## src/rtl/ssd_pkg.sv

```systemverilog
// Shared types and constants for the multiplexed seven-segment display driver.
// The bundle struct is sized for the largest supported display (MAX_DIGITS
// digits, MAX_PWM_BITS brightness bits); narrower instances zero-extend into it.
package ssd_pkg;

  localparam int MAX_DIGITS   = 16;
  localparam int MAX_PWM_BITS = 8;

  // Active-low "off" levels for the cathode and decimal-point outputs
  localparam logic [6:0] CAT_OFF = 7'h7F;
  localparam logic       DP_OFF  = 1'b1;

  // One display update: everything that must change atomically at a frame edge
  typedef struct packed {
    logic [4*MAX_DIGITS-1:0] data;        // hex nibbles, digit i at [4i+3:4i]
    logic [MAX_DIGITS-1:0]   dp;          // decimal point, 1 = lit
    logic [MAX_DIGITS-1:0]   en;          // digit enable, 1 = shown
    logic [MAX_DIGITS-1:0]   blink;       // digit follows the blink phase
    logic [MAX_PWM_BITS:0]   brightness;  // duty level, 0 = dark
  } ssd_bundle_t;

endpackage

```

## src/rtl/bto7s.sv

```systemverilog
// Hex nibble to seven-segment decoder. Output is active-high, s_out[0] = a
// through s_out[6] = g; 0xA..0xF render as A, b, C, d, E, F.
module bto7s (
  input  logic [3:0] x_in,
  output logic [6:0] s_out
);

  // Pure lookup of the segment pattern for each nibble value
  always_comb begin
    s_out = 7'h00;
    case (x_in)
      4'h0: s_out = 7'h3F;
      4'h1: s_out = 7'h06;
      4'h2: s_out = 7'h5B;
      4'h3: s_out = 7'h4F;
      4'h4: s_out = 7'h66;
      4'h5: s_out = 7'h6D;
      4'h6: s_out = 7'h7D;
      4'h7: s_out = 7'h07;
      4'h8: s_out = 7'h7F;
      4'h9: s_out = 7'h6F;
      4'hA: s_out = 7'h77;
      4'hB: s_out = 7'h7C;
      4'hC: s_out = 7'h39;
      4'hD: s_out = 7'h5E;
      4'hE: s_out = 7'h79;
      4'hF: s_out = 7'h71;
      default: s_out = 7'h00;
    endcase
  end

endmodule

```

## src/rtl/multi_digit_display_driver.sv

```systemverilog
// Time-multiplexed driver for up to 16 seven-segment digits with per-digit
// enable, decimal point and blink, global PWM brightness, and a double-buffered
// input bundle that only reaches the display at a frame boundary.
// Optional feature macro: SSD_BLANK_LEADING_ZEROS_EN (suppress leading zeros).
// cat_out[0] = segment a ... cat_out[6] = segment g, all outputs active-low.
module multi_digit_display_driver
  import ssd_pkg::*;
#(
  parameter int NUM_DIGITS   = 8,       // 1..MAX_DIGITS
  parameter int COUNT_TO     = 100000,  // clocks per digit slot, minus one
  parameter int PWM_BITS     = 4,       // 1..MAX_PWM_BITS
  parameter int BLINK_FRAMES = 64       // frames per blink half-period
) (
  input  logic                    clk_in,
  input  logic                    rst_in,
  input  logic [4*NUM_DIGITS-1:0] data_in,
  input  logic [NUM_DIGITS-1:0]   dp_in,
  input  logic [NUM_DIGITS-1:0]   enable_in,
  input  logic [NUM_DIGITS-1:0]   blink_in,
  input  logic [PWM_BITS:0]       brightness_in,
  input  logic                    valid_in,
  output logic                    ready_out,
  output logic [6:0]              cat_out,
  output logic                    dp_out,
  output logic [NUM_DIGITS-1:0]   an_out,
  output logic                    frame_out
);

  localparam int CNT_W = (COUNT_TO > 0) ? $clog2(COUNT_TO + 1) : 1;
  localparam int FC_W  = (BLINK_FRAMES > 1) ? $clog2(BLINK_FRAMES) : 1;
  localparam int BR_W  = MAX_PWM_BITS + 1;
  localparam logic [3:0] LAST_IDX = 4'(NUM_DIGITS - 1);

  logic [CNT_W-1:0]    slot_cnt;
  logic [3:0]          digit_idx;
  logic [PWM_BITS-1:0] pwm_cnt;
  logic [FC_W-1:0]     frame_cnt;
  logic                blink_phase;

  ssd_bundle_t bundle_in;
  ssd_bundle_t pending_q;
  ssd_bundle_t active_q;
  logic        pending_full;

  logic        slot_last;
  logic        frame_last;
  logic        accept;
  logic [3:0]  digit_nibble;
  logic [6:0]  seg_on;
  logic        lit_base;
  logic        digit_lit;

  // Handshake: a bundle transfers on any clock where valid_in and ready_out are
  // both high. ready_out is high exactly while the pending buffer is empty (and
  // never during reset); the sender may change the bundle freely while ready_out
  // is low, and only the value present on the accepting clock is captured.
  assign ready_out  = ~pending_full & ~rst_in;
  assign accept     = valid_in & ready_out;

  assign slot_last  = (slot_cnt == CNT_W'(COUNT_TO));
  assign frame_last = slot_last && (digit_idx == LAST_IDX);
  assign frame_out  = frame_last & ~rst_in;

  // Widen the port bundle into the package-sized struct
  always_comb begin
    bundle_in            = '0;
    bundle_in.data       = (4*MAX_DIGITS)'(data_in);
    bundle_in.dp         = MAX_DIGITS'(dp_in);
    bundle_in.en         = MAX_DIGITS'(enable_in);
    bundle_in.blink      = MAX_DIGITS'(blink_in);
    bundle_in.brightness = BR_W'(brightness_in);
  end

  // Slot/digit scan, free-running PWM counter and blink phase
  always_ff @(posedge clk_in or posedge rst_in) begin
    if (rst_in) begin
      slot_cnt    <= '0;
      digit_idx   <= '0;
      pwm_cnt     <= '0;
      frame_cnt   <= '0;
      blink_phase <= 1'b1;
    end else begin
      pwm_cnt <= pwm_cnt + PWM_BITS'(1);
      if (slot_last) begin
        slot_cnt  <= '0;
        digit_idx <= (digit_idx == LAST_IDX) ? 4'd0 : digit_idx + 4'd1;
      end else begin
        slot_cnt <= slot_cnt + CNT_W'(1);
      end
      if (frame_last) begin
        if (frame_cnt == FC_W'(BLINK_FRAMES - 1)) begin
          frame_cnt   <= '0;
          blink_phase <= ~blink_phase;
        end else begin
          frame_cnt <= frame_cnt + FC_W'(1);
        end
      end
    end
  end

  // Double buffer: accept into pending, promote to active only at a frame edge.
  // An accept can only happen while pending is empty and a promotion only while
  // it is full, so the two never fight; a bundle accepted on the boundary clock
  // simply waits a whole frame in pending.
  always_ff @(posedge clk_in or posedge rst_in) begin
    if (rst_in) begin
      pending_q    <= '0;
      pending_full <= 1'b0;
      active_q     <= '0;
    end else begin
      if (frame_last && pending_full) begin
        active_q     <= pending_q;
        pending_full <= 1'b0;
      end
      if (accept) begin
        pending_q    <= bundle_in;
        pending_full <= 1'b1;
      end
    end
  end

  assign digit_nibble = active_q.data[{digit_idx, 2'b00} +: 4];

  bto7s u_bto7s (
    .x_in  (digit_nibble),
    .s_out (seg_on)
  );

  assign lit_base = active_q.en[digit_idx]
                 && (BR_W'(pwm_cnt) < active_q.brightness)
                 && (!active_q.blink[digit_idx] || blink_phase);

`ifdef SSD_BLANK_LEADING_ZEROS_EN
  logic [MAX_DIGITS-1:0] blank;

  // A zero digit is blank when no enabled nonzero digit sits at or above it;
  // digit 0 always shows so a value of zero still reads "0"
  always_comb begin
    logic seen;
    seen  = 1'b0;
    blank = '0;
    for (int i = MAX_DIGITS - 1; i >= 0; i--) begin
      if (active_q.en[i] && (active_q.data[4*i +: 4] != 4'h0)) seen = 1'b1;
      blank[i] = (i != 0) && !seen && (active_q.data[4*i +: 4] == 4'h0);
    end
  end

  assign digit_lit = lit_base & ~blank[digit_idx];
`else
  assign digit_lit = lit_base;
`endif

  // Registered pin drivers: one clock behind the scan/PWM state
  always_ff @(posedge clk_in or posedge rst_in) begin
    if (rst_in) begin
      an_out  <= '1;
      cat_out <= CAT_OFF;
      dp_out  <= DP_OFF;
    end else if (digit_lit) begin
      an_out  <= ~(NUM_DIGITS'(1) << digit_idx);
      cat_out <= ~seg_on;
      dp_out  <= ~active_q.dp[digit_idx];
    end else begin
      an_out  <= '1;
      cat_out <= CAT_OFF;
      dp_out  <= DP_OFF;
    end
  end

endmodule

```

## config.mk

```make
export PLATFORM = sky130hd
export DESIGN_NAME = multi_digit_display_driver
export DESIGN_NICKNAME = d
export VERILOG_FILES = /design/src/rtl/ssd_pkg.sv /design/src/rtl/bto7s.sv /design/src/rtl/multi_digit_display_driver.sv
export SDC_FILE = /design/constraint.sdc
export NUM_CORES = 1
export LEC_CHECK = 0
export CORE_ASPECT_RATIO = 0.7
export CORE_UTILIZATION = 55
export DETAILED_ROUTE_END_ITERATION = 16
export PLACE_DENSITY = 0.86
export SLEW_MARGIN = 40
export SYNTH_ARGS = -nofsm -noshare
export SYNTH_HDL_FRONTEND = slang
export SYNTH_HIERARCHICAL = 1
export SYNTH_SLANG_ARGS = --single-unit
```

## constraint.sdc

```tcl
create_clock -name clk_in -period 8.6 [get_ports clk_in]
set_clock_uncertainty 0.2 [all_clocks]
set_input_delay 1.72 -clock clk_in [delete_from_list [all_inputs] [get_ports clk_in]]
set_output_delay 1.72 -clock clk_in [all_outputs]
set_load 0.01 [all_outputs]
```

==> metrics.yaml <==
yosys:
  synth_area_leader_cell: "dfrtp_1"
  synth_nets: 619
  synth_edf_count: 0
  synth.area.top_cells: "dfrtp_1 50%, mux2_4 12%, mux2_2 9.7%"
  ys_seq_area_share_pct: 56.20
  synthArstFlopShare_pct: 100.0
  netlist_instances: 535
  synth_seq_cells: 171
  synthFlopType: "dfrtp_1"
  syn_avg_cell_area_sq_um: 14.30
  synth_top_cell_area_share_pct: 50.36
  ys_types: 48
  synth_area_sq_um: 7652
  ys_warn_count: 6
floorplan:
  initial_core_util_pct: 57.29
  die_w_um: 143.0
  fp-row-count: 35
  core_area_sq_um: 13360
  die_area_sq_um: 14400
  ios: 82
  fp.dieH_um: 100.7
worst_setup_path:
  critPathCaptureType: "primary output"
  required_ps: 6680
  rrSetupSlack_ps: 5450
  path_max_fanout: 3
  slowest_delay_ps: 550
  crit_top_cell: "clkdlybuf4s50_1"
  worstPathCellList: "clkdlybuf4s50_1 -> nor2_1 -> clkdlybuf4s50_1"
  critPathKind: "input port to primary output"
  setup.worst_path.start_class: "input port"
  cp_slowest_cell: "clkdlybuf4s50_1"
  worst-r2r-cell-count: 8
  arrival_ps: 2950
placement:
  post-dp-hpwl_mm: 9.477
  io_buffers: 81
  placed_area_sq_um: 8615
  dp_slack_ps: 3756
  place_congestion: 0.8054
timing:
  finalCritPeriodShare_pct: 56.63
  whs_ps: 282.6
  setup_viol: 0
  fin_tns_setup_ps: 0
  max_clock_freq_mhz: 205.3
  finalHoldViolations: 0
  slew_headroom_pct: 45.31
  worst_pin_slew_ps: 820.4
  report.final.slew_viol_count: 0
  timing.final.ws_setup_ps: 3729
  rsz0062_at_grt: "no"
  period_minus_slack_ps: 4871
cts:
  cts_tree: "yes"
  cts_sinks: 171
  htreeDepth: 4
  clock_path_buffers: 2
  cts_resized: 0
  cts_setup_buffers: 0
  path_clk_slew_ps: 70
  cts_hold_buf: 0
  insertion_delay_ps: 420
  cts_buffers: 17
  root_buffer: "clkbuf_16"
cells_and_area:
  regArea_sq_um: 4300
  drive_gt1_share_pct: 31.16
  fin_area_sq_um: 9203
  syn2layout_area_growth_pct: 20.26
  diodes: 0
  fin_nets: 700
  n_fill_cell: 901
  final_core_util_pct: 68.90
  multiInputGateArea_sq_um: 3173
  final_common_cell: "dfrtp_1"
  layout_common_cells: "154 x dfrtp_1, 81 x clkdlybuf4s50_1, 66 x mux2_2, 60 x mux2_4, 42 x nand2_1"
pwr:
  static-leakage-power_nw: 4.140
  ir_drop_mv: 0.1432
  powerDensity_nw_per_um2: 216.9
drt:
  wl_met1_mm: 6.908
  wl_mm: 14.36
  avgRoutedWirePerCell_um: 17.64
  route.met3.wl_um: 517
  drc_errors: 0
  first_pass_iters: 5
  drtAntennaViolNets: 0
  routed.top_layer: "met4"
  viasPerCell: 5.435
  met2_wirelength_mm: 6.723
  drt_iter0_markers: 279
  vias: 4424
global_route:
  grt_max_degree: 93
  grt_pass1_vias: 4745
  track_usage_pct: 22.53
  overflow: 0
  antenna_found_initial: 0
  grt_pass1_wl_mm: 24.50
worst_hold_path:
  hold_class: "register to register"
  whs_path_depth: 1
run_status:
  status: "finished clean"
run:
  drv_cap: 0
cells in the mapped netlist (3+ instances only):
| cell type | count |
|---|---|
| dfrtp_1 | 154 |
| mux2_2 | 66 |
| mux2_4 | 60 |
| nand2_1 | 42 |
| ha_1 | 20 |
| nand3_1 | 20 |
| dfstp_2 | 17 |
| nor2_1 | 15 |
| inv_1 | 14 |
| mux4_2 | 11 |
| xnor2_1 | 11 |
| a21oi_1 | 10 |
| nor3_1 | 9 |
| clkbuf_1 | 8 |
| buf_6 | 7 |
| mux2i_1 | 7 |
| o21ai_0 | 7 |
| xor2_1 | 6 |
| buf_2 | 5 |
| buf_1 | 4 |
| nand4_1 | 4 |
| nor2b_1 | 3 |
| or3_1 | 3 |
| or4b_1 | 3 |
power breakdown:
part,total (mW),internal [mW],switching (mW)
sequential,1.04,0.952,0.0874
clock,0.755,0.445,0.310
combinational,0.202,0.141,0.0606
critical path, delay by kind of cell:
family	cells	cell delay (ps)
buffers and inverters	2	1080
and+or+nand+nor	1	160
cell families (layout without fill, tap and decap cells):
| kind of cell | count (synthesis) | count (layout) | synth area share, % |
|---|---|---|---|
| DFF | 171 | 171 | 56.20 |
| muxes | 145 | 145 | 25.98 |
| and+or+nand+nor | 114 | 114 | 7.472 |
| buffers and inverters | 39 | 133 | 2.681 |
| AOI/OAI and AO/OA | 29 | 29 | 2.453 |
| adders and majority gates | 20 | 20 | 3.270 |
| xor gates and xnor gates | 17 | 17 | 1.946 |
flip-flops by register name, indices dropped and copies added (netlist names):
signal and cells:
active_q 61, pending_q 61, slot_cnt 17, an_out 8, cat_out 7, frame_cnt 6, digit_idx 4, pwm_cnt 4
blink_phase 1, dp_out 1, pending_full 1
area by class of cell:
type	count	share of cell area, %
multi-input cells	325	34.48
clock inverters	9	1.237
repair buffers	86	9.259
flip-flops and latches	171	46.73
clock buffers	23	5.085
well taps	185	2.515
inverters	15	0.6934
path summary, 6_finish.rpt:
check / startpoint / to
setup / recovery: rst_in / ready_out
setup reg to reg: slot_cnt[0] / active_q[25]
hold reg to reg: pwm_cnt[0] / pwm_cnt[0]
min in group asynchronous: rst_in / pending_full
max in group asynchronous: rst_in / pending_q[13]
hold / removal: pwm_cnt[0] / pwm_cnt[0]
layer usage:
| layer | vias up | track usage (%) |
|---|---|---|
| li1 | 2051 | - |
| met1 | 2249 | 31.86 |
| met2 | 108 | 34.67 |
| met3 | 16 | 3.990 |
| met4 | 0 | 9.429 |
| met5 | - | 0 |
per-stage QoR:
stage / power (mW) / std cells
after floorplan: 1.171 / 535
after global placement: 1.239 / 782
after detailed placement: 1.261 / 782
after CTS: 2.013 / 814
after global routing: 2.080 / 814
final: 1.996 / 814
Power figures use the tool's default switching activity.
